## config.mk

```make
export PLATFORM = sky130hd
export DESIGN_NAME = simple_bfm_sink_flat
export DESIGN_NICKNAME = d
export VERILOG_FILES = /design/src/rtl/simple_bfm_sink_if.sv /design/src/rtl/simple_bfm_sink.sv /design/src/flat_wrapper.sv
export SDC_FILE = /design/constraint.sdc
export NUM_CORES = 1
export LEC_CHECK = 0
export BUFFER_PORTS_ARGS = -buffer_cell sky130_fd_sc_hd__buf_2
export CORE_MARGIN = 2
export CORE_UTILIZATION = 29
export CTS_CLUSTER_SIZE = 20
export DETAILED_ROUTE_END_ITERATION = 10
export MAX_ROUTING_LAYER = met4
export PLACE_DENSITY = 0.57
export SYNTH_ARGS = -nofsm -noshare
export SYNTH_HDL_FRONTEND = slang
export SYNTH_SLANG_ARGS = --single-unit
```

## constraint.sdc

```tcl
create_clock -name clk -period 2.2 [get_ports clk]
set_input_delay 0.22 -clock clk [delete_from_list [all_inputs] [get_ports clk]]
set_output_delay 0.22 -clock clk [all_outputs]
set_load 0.05 [all_outputs]
```

## src/rtl/simple_bfm_sink_if.sv

```systemverilog
// Handshake and drain-side bundle for simple_bfm_sink.
// The upstream BFM and drain checker use the master view; the sink uses the slave view.
interface simple_bfm_sink_if #(
  parameter int DEPTH = 4,
  parameter int CNT_W = 4
);
  localparam int CW = $clog2(DEPTH) + 1;

  logic             req;
  logic [7:0]       data;
  logic             ack;
  logic [CNT_W-1:0] ack_delay;
  logic             out_valid;
  logic [7:0]       out_data;
  logic             out_ready;
  logic [CW-1:0]    count;
  logic             proto_err;

  modport master (
    output req, data, ack_delay, out_ready,
    input  ack, out_valid, out_data, count, proto_err
  );

  modport slave (
    input  req, data, ack_delay, out_ready,
    output ack, out_valid, out_data, count, proto_err
  );
endinterface

```

## src/rtl/simple_bfm_sink.sv

```systemverilog
// Downstream responder: acks each req after ack_delay cycles and queues the
// accepted byte in a first-word-fall-through FIFO drained over valid/ready.
module simple_bfm_sink #(
  parameter int DEPTH = 4,
  parameter int CNT_W = 4
) (
  input logic              clk,
  input logic              rst_n,
  simple_bfm_sink_if.slave bus
);
  localparam int PW = $clog2(DEPTH);
  localparam int CW = PW + 1;

  typedef enum logic [1:0] {IDLE, WAIT, ACK, HOLD} state_t;

  state_t           r_state, w_state_nxt;
  logic [CNT_W-1:0] r_cnt, w_cnt_nxt;
  logic             r_err, w_err_nxt;
  logic             r_ack;
  logic [7:0]       r_mem [DEPTH];
  logic [PW-1:0]    r_wr_ptr, r_rd_ptr;
  logic [CW-1:0]    r_count;
  logic             w_full, w_push, w_pop;

  assign w_full = (r_count == CW'(DEPTH));
  assign w_pop  = (r_count != '0) && bus.out_ready;

  // Space is reserved only in IDLE; the single push site in ACK can then never overflow.
  always_comb begin
    w_state_nxt = r_state;
    w_cnt_nxt   = r_cnt;
    w_err_nxt   = r_err;
    w_push      = 1'b0;
    case (r_state)
      IDLE: begin
        if (bus.req && !w_full) begin
          w_cnt_nxt   = bus.ack_delay;
          w_state_nxt = (bus.ack_delay == '0) ? ACK : WAIT;
        end
      end
      WAIT: begin
        if (!bus.req) begin
          w_err_nxt   = 1'b1;
          w_state_nxt = IDLE;
        end else if (r_cnt == CNT_W'(1)) begin
          w_state_nxt = ACK;
        end else begin
          w_cnt_nxt = r_cnt - CNT_W'(1);
        end
      end
      ACK: begin
        w_push      = bus.req;
        w_err_nxt   = r_err | ~bus.req;
        w_state_nxt = HOLD;
      end
      HOLD:    w_state_nxt = IDLE;
      default: w_state_nxt = IDLE;
    endcase
  end

  always_ff @(posedge clk or negedge rst_n) begin
    if (!rst_n) begin
      r_state <= IDLE;
      r_cnt   <= '0;
      r_err   <= 1'b0;
      r_ack   <= 1'b0;
    end else begin
      r_state <= w_state_nxt;
      r_cnt   <= w_cnt_nxt;
      r_err   <= w_err_nxt;
      r_ack   <= (w_state_nxt == ACK);
    end
  end

  always_ff @(posedge clk or negedge rst_n) begin
    if (!rst_n) begin
      r_wr_ptr <= '0;
      r_rd_ptr <= '0;
      r_count  <= '0;
    end else begin
      if (w_push) r_wr_ptr <= r_wr_ptr + PW'(1);
      if (w_pop)  r_rd_ptr <= r_rd_ptr + PW'(1);
      case ({w_push, w_pop})
        2'b10:   r_count <= r_count + CW'(1);
        2'b01:   r_count <= r_count - CW'(1);
        default: r_count <= r_count;
      endcase
    end
  end

  always_ff @(posedge clk) begin
    if (w_push) r_mem[r_wr_ptr] <= bus.data;
  end

  assign bus.ack       = r_ack;
  assign bus.out_valid = (r_count != '0);
  assign bus.out_data  = r_mem[r_rd_ptr];
  assign bus.count     = r_count;
  assign bus.proto_err = r_err;
endmodule

```

## src/flat_wrapper.sv

```systemverilog
// flat-port wrapper written by rule: the top's interface ports become plain ports
module simple_bfm_sink_flat 
#(
  parameter int DEPTH = 4,
  parameter int CNT_W = 4
)
  (clk, rst_n, bus_req, bus_data, bus_ack_delay, bus_out_ready, bus_ack, bus_out_valid, bus_out_data, bus_count, bus_proto_err);
  simple_bfm_sink_if #(.DEPTH(DEPTH), .CNT_W(CNT_W)) bus_i ();
  input logic clk;
  input logic rst_n;
  input wire logic [$bits(bus_i.req)-1:0] bus_req;
  input wire logic [$bits(bus_i.data)-1:0] bus_data;
  input wire logic [$bits(bus_i.ack_delay)-1:0] bus_ack_delay;
  input wire logic [$bits(bus_i.out_ready)-1:0] bus_out_ready;
  output wire logic [$bits(bus_i.ack)-1:0] bus_ack;
  output wire logic [$bits(bus_i.out_valid)-1:0] bus_out_valid;
  output wire logic [$bits(bus_i.out_data)-1:0] bus_out_data;
  output wire logic [$bits(bus_i.count)-1:0] bus_count;
  output wire logic [$bits(bus_i.proto_err)-1:0] bus_proto_err;
  assign bus_i.req = bus_req;
  assign bus_i.data = bus_data;
  assign bus_i.ack_delay = bus_ack_delay;
  assign bus_i.out_ready = bus_out_ready;
  assign bus_ack = bus_i.ack;
  assign bus_out_valid = bus_i.out_valid;
  assign bus_out_data = bus_i.out_data;
  assign bus_count = bus_i.count;
  assign bus_proto_err = bus_i.proto_err;
  simple_bfm_sink #(.DEPTH(DEPTH), .CNT_W(CNT_W)) u_core (.clk(clk), .rst_n(rst_n), .bus(bus_i));
endmodule
```

# After elaboration in Yosys (flattened, before gate mapping)
# Memories as Yosys holds them, arrays and structs flattened.
# Cells that the tools add are included.
dict set report word_totals {
  ff_bits 15
  ramBits 32
  memories 1
}
dict set report op_classes {
  add_sub_neg 5
  n_eq_ne 12
  muxes 15
  bitwise 2
  reduce_logical 11
}
# memory depth width rd rd_clocked_by_memory_dff write_ports line_no
set memory_table {}
lappend memory_table {u_core.r_mem 4 8 1 0 1 simple_bfm_sink.sv:20} ;# logic [7:0] r_mem [DEPTH];
# operator n
set op_table {}
lappend op_table {{2-to-1 mux 4 bit} 3}
lappend op_table {{equality test 2 bit, second input constant} 4}
lappend op_table {{2-to-1 mux 2 bit} 4}
lappend op_table {{case mux 2 bit (4 select lines)} 1}
lappend op_table {{case mux 4 bit (2 select lines)} 1}
lappend op_table {{inequality test 2 bit, second input constant} 3}
lappend op_table {{case mux 3 bit (2 select lines)} 1}
lappend op_table {{nonzero test 2 bit} 3}
lappend op_table {{adder 2 x 1 -> 2 bit, second input constant} 2}
lappend op_table {{equality test 2 x 1 -> 1 bit, second input constant} 2}
lappend op_table {{equality test 4 x 1 -> 1 bit, second input constant} 1}
lappend op_table {{logical NOT 4 bit} 1}
lappend op_table {{2-to-1 mux 1 bit} 4}
lappend op_table {{AND reduction 4 bit} 1}
lappend op_table {{subtractor 4 x 1 -> 4 bit, second input constant} 1}
lappend op_table {{adder 3 x 1 -> 3 bit, second input constant} 1}
lappend op_table {{equality test 3 bit, second input constant} 1}
lappend op_table {{nonzero test 3 bit} 1}
lappend op_table {{subtractor 3 x 1 -> 3 bit, second input constant} 1}
lappend op_table {{logical AND 1 bit} 2}
lappend op_table {{logical NOT 2 bit} 1}
lappend op_table {{inequality test 2 x 1 -> 1 bit, second input constant} 1}
lappend op_table {{case mux 1 bit (2 select lines)} 1}
lappend op_table {{AND reduction 2 bit} 1}
lappend op_table {{other kinds (3)} 3}

# Longest topological paths before layout
dict set report logic_depth {
  word_depth 6
  mapped_depth 9
  ltp_nobuf 9
}

# Worst setup path after synthesis
# No wires, ideal clock.
dict set report synth_timing {
  kind {register to register}
  start {reg u_core.r_count[0], in the netlist u_core.bus.count[0]}
  end {reg u_core.r_count[2], in the netlist u_core.bus.count[2]}
  setup_time_ps 82
  t_arrival_ps 2373
  t_required_ps 2118
  slack_ps -255
  path_stages_with_launch 9
  period_less_slack_ps 2455
  path_cell_list {dfrtp_1 > or3_1 > and2_1 > ha_1 > inv_1 > fa_1 > xor2_1 > nor2_1 > xor2_1}
}
dict set report synth_via {
  elab_chain_len 4
  word_cells_on_any_way 8
  classes_between {add/sub (2); eq/ne (2); mux (1); reduce/logical (3)}
}
# item line_no
set synth_rtl {}
lappend synth_rtl {{from (decl)} simple_bfm_sink.sv:22} ;# logic [CW-1:0] r_count;
lappend synth_rtl {{from (signal assigned)} simple_bfm_sink.sv:84} ;# 2'b10: r_count <= r_count + CW'(1);
lappend synth_rtl {{from (signal assigned)} simple_bfm_sink.sv:85} ;# 2'b01: r_count <= r_count - CW'(1);
lappend synth_rtl {{from (signal assigned)} simple_bfm_sink.sv:86} ;# default: r_count <= r_count;
lappend synth_rtl {{nonzero test 3 bit *} -}
lappend synth_rtl {{named net bus_out_valid} flat_wrapper.sv:16} ;# output wire logic [$bits(bus_i.out_valid)-1:0] bus_out_valid;
lappend synth_rtl {{logical AND 1 bit *} simple_bfm_sink.sv:26} ;# assign w_pop = (r_count != '0) && bus.out_ready;
lappend synth_rtl {{named net u_core.w_pop} simple_bfm_sink.sv:23} ;# logic w_full, w_push, w_pop;
lappend synth_rtl {{equality test 2 x 1 -> 1 bit / equality test 2 bit (equally long branches)} simple_bfm_sink.sv:83} ;# case ({w_push, w_pop})
lappend synth_rtl {{case mux 3 bit (2 select lines) / nonzero test 2 bit (equally long branches)} -}
# Mark *: on every way through the listed nets, which the timed path passes. The rest lies on a longest branch.
# A chain may end at the register's enable or synchronous reset.

# Worst setup path after layout
dict set report layout_timing {
  start {reg u_core.r_count[1], in the netlist u_core.bus.count[1]}
  end {reg u_core.r_count[2], in the netlist u_core.bus.count[2]}
}
dict set report layout_via {
  elab_chain_len 4
  word_cells_on_any_way 8
  classes_between {add/sub (2); eq/ne (2); mux (1); reduce/logical (3)}
}
# item line_no
set layout_rtl {}
lappend layout_rtl {{nonzero test 3 bit *} simple_bfm_sink.sv:26}
lappend layout_rtl {{logical AND 1 bit *} simple_bfm_sink.sv:26}
lappend layout_rtl {{named net u_core.w_pop} simple_bfm_sink.sv:23}
lappend layout_rtl {{equality test 2 x 1 -> 1 bit / equality test 2 bit (equally long branches)} simple_bfm_sink.sv:83}
lappend layout_rtl {{case mux 3 bit (2 select lines) / nonzero test 2 bit (equally long branches)} -}
# Marks and branches as above.

==> metrics.txt <==
fraction of layout instances using a drive strength above 1 32.53%; minimum period implied by the final worst setup slack 1.960 ns; synthesized instance count 129; Hold Path Origin bus_data[6]; count of placed standard cells in the final layout, fillers left out 262; Clk pwr share 20.0%; arrival time at the worst endpoint 2.15 ns; power consumption 3.142 mW; launch point of the worst reg-to-reg path u_core.bus.count[1]; most used flip-flop cell after synthesis sky130_fd_sc_hd__edfxtp_1; CTS Buf Count 5; Leak Pwr 0.9409 nW; Cell Area, Placed 0.002302 mm²; number of enable-type register cells in the synthesized netlist 32; cell chosen for the clock root sky130_fd_sc_hd__clkbuf_8; CTS clock-pin slew for the worst setup and hold paths 0.09 ns; switching power of the nets 1.254 mW; worst reg2reg endpoint u_core.bus.count[2]; CP endpoint kind register; switching fraction of total power 39.92%; count of endpoints failing hold in the final timing report 0; input/output buffers 29; HPWL Detailed 2.521 mm; setup TNS 0 ns; Max Fclk 0.5102 GHz; via count of the first global-routing pass 1164; # Max-Cap Violations 0; most common cell in the netlist sky130_fd_sc_hd__edfxtp_1; Antenna Diode Count 0; Critical Path RT 2.39 ns; number of nets in the finished design 189; area leader, netlist sky130_fd_sc_hd__edfxtp_1; starting density of the core 29.82%; maximum number of buffers from clock root to sink 2; kind of path behind the tightest hold check input port to register; maximum number of pins on one net before global-route repair 16; Clock Latency Late Sink 0.30 ns; P_int 1.888 mW; buffer count from post-CTS setup fixing 0; share of synthesized flip-flops with an asynchronous set or reset 31.91%; setup slack on the worst flop-to-flop path 0.24 ns; synth unique cells 37; unrepaired setup endpoints after global routing false; depth of the CTS H-tree 2; power per cell area 1297 mW/mm²; number of nets with antenna violations after detailed routing 0; Pre-Repair DR Iteration Count 4; maximum VDD drop 0.9643 mV; leftover overflow at the end of global routing 0; post-DR wirelength/cell 13.52 µm; number of nets produced by synthesis 153; Worst Max-Slew Pin Slew 0.5409 ns; Worst Clk Skew 0.006210 ns; portion of the post-synthesis area used by sequential elements 65.97%; Die Height 87.58 µm; cell depth of the worst hold path 1; die boundary width 87.58 µm; core area 0.006794 mm²; Hold EP u_core.r_mem[0][6]; number of placed I/O pins 30; Syn Std Cell Area 0.002026 mm²; worst rel slew slack 63.86%; Final period util 89.09%; number of warnings issued by yosys 0; Post-Layout Inst Area 0.002424 mm²; synthesized flop and latch total 47; antenna violations before repair 0; startpoint class of the critical path register; maximum net fanout on the critical path 4; routability congestion estimate from global placement 0.8882; placed insts 253; sinks on the clock net 47; post-synthesis average cell area 15.70 µm²; Register-to-Register Path Depth 8; leading cell types by count after synthesis sky130_fd_sc_hd__edfxtp_1 (32), sky130_fd_sc_hd__dfrtp_1 (15), sky130_fd_sc_hd__inv_1 (10), sky130_fd_sc_hd__mux4_2 (8); number of setup violations in the final report 0; area growth from synthesis to layout 19.64%; sequential share of power 39.7%; DRC violations left 0; Post-CTS Resized 0; die area 0.007669 mm²; top-area cell type share of the netlist area 47.44%; share of total power in combinational logic 40.3%; initial drt markers 42; top area cells in the synthesized netlist sky130_fd_sc_hd__edfxtp_1 (47%), sky130_fd_sc_hd__dfrtp_1 (19%), sky130_fd_sc_hd__mux4_2 (8.9%); DR vias/cell 4.420; worst setup path class register to register; wire length of the first global-routing pass 5.837 mm; routed via count 1158; run status finished clean; CTS tree yes; num rows 30; routed wire length 3.543 mm; overall global routing resource usage 10.46%; max-slew violation count 0
==> placed cells by master, fill, tap and decap left out, drive strengths merged, types with 2 or more instances in the layout <==
cell type and n:
a21oi 3, and3 4, buf 31, clkbuf 5
dfrtp 15, edfxtp 32, ha 7, inv 11
mux4 8, nand2 7, nand3 2, nor2 6
nor3b 2, o21ai 4, or3 2, xnor2 3
xor2 3
==> metal layers <==
layer  vias up  global-route usage [%]  wire (µm)
met4         0                   2.517         25
met3         3                   3.110        212
met1       568                   13.81       1646
met5         -                       -          0
li1        551                       -          -
met2        36                   15.98       1659
==> sequential cells by signal, summed over array words and instances (netlist names) <==
signal                count
u_core.r_mem             32
u_core.r_rd_ptr           2
u_core.r_wr_ptr           2
u_core.bus.proto_err      1
u_core.bus.ack            1
u_core.bus.count          3
u_core.r_cnt              4
u_core.r_state            2
==> how the worst max path moves through the flow <==
stage                        startpoint                  end  slack [ns]  cells after the start
finish              u_core.bus.count[1]  u_core.bus.count[2]        0.24                      8
floorplan           u_core.bus.count[1]  u_core.bus.count[2]        0.05                      8
global placement    u_core.bus.count[1]  u_core.bus.count[2]        0.29                      8
CTS                 u_core.bus.count[1]  u_core.bus.count[2]        0.22                      8
global route        u_core.bus.count[1]  u_core.bus.count[2]        0.09                      8
detailed placement  u_core.bus.count[1]  u_core.bus.count[2]        0.24                      8
==> area by class of cell <==
type | count | area (µm²)
clock buffers | 5 | 68.82
clock inverters | 3 | 42.54
fillers | 655 | 4370
inverters | 10 | 37.54
multi-input cells | 69 | 644.4
flip-flops and latches | 47 | 1340
well taps | 96 | 120.1
repair buffers | 32 | 170.2
==> cells by family (layout without fill, tap and decap cells) <==
family,after synthesis,after routing,synth area share [%]
adders and majority gates,8,8,5.312
DFF,47,47,65.97
AOI/OAI and AO/OA,14,14,5.127
muxes,10,10,9.944
and+or+nand+nor,31,31,8.587
xor gates and xnor gates,6,6,2.595
buffers and inverters,13,50,2.470
==> repair_timing <==
action / 4_1_cts / 5_1_grt
hold endpoints to repair: 15 / 0
endpoints found under the setup margin: 0 / 0
hold buffers: 1 / 0
==> per-stage QoR <==
stage	hold WS, ns	util [%]	worst slack [ns]
6_report	0.1336	35.67	0.2400
5_1_grt	0.1303	35.67	0.08550
4_1_cts	0.1265	35.67	0.2211
3_5_place_dp	0.1600	33.89	0.2422
3_3_place_gp	0.1567	33.89	0.2865
2_1_floorplan	-0.07559	-	0.05158
==> power groups by stage <==
| stage | Clock (mW) | Sequential [mW] | Combinational [mW] |
|---|---|---|---|
| 2_1_floorplan | 0 | 1.30 | 0.965 |
| 4_1_cts | 0.644 | 1.25 | 1.29 |
| 5_1_grt | 0.681 | 1.27 | 1.39 |
| 6_report | 0.629 | 1.25 | 1.27 |
| 3_3_place_gp | 0 | 1.26 | 1.28 |
| 3_5_place_dp | 0 | 1.26 | 1.28 |
==> critical path, stage by stage (launching register included) <==
cell and delay [ns]:
sky130_fd_sc_hd__dfrtp_2 0.44, sky130_fd_sc_hd__or3_4 0.38, sky130_fd_sc_hd__and2_1 0.20, sky130_fd_sc_hd__ha_1 0.24, sky130_fd_sc_hd__inv_1 0.07, sky130_fd_sc_hd__fa_1 0.17, sky130_fd_sc_hd__xor2_1 0.15, sky130_fd_sc_hd__nor2_1 0.06
sky130_fd_sc_hd__xor2_1 0.14
Note: power is estimated with default switching activity, not from simulation.
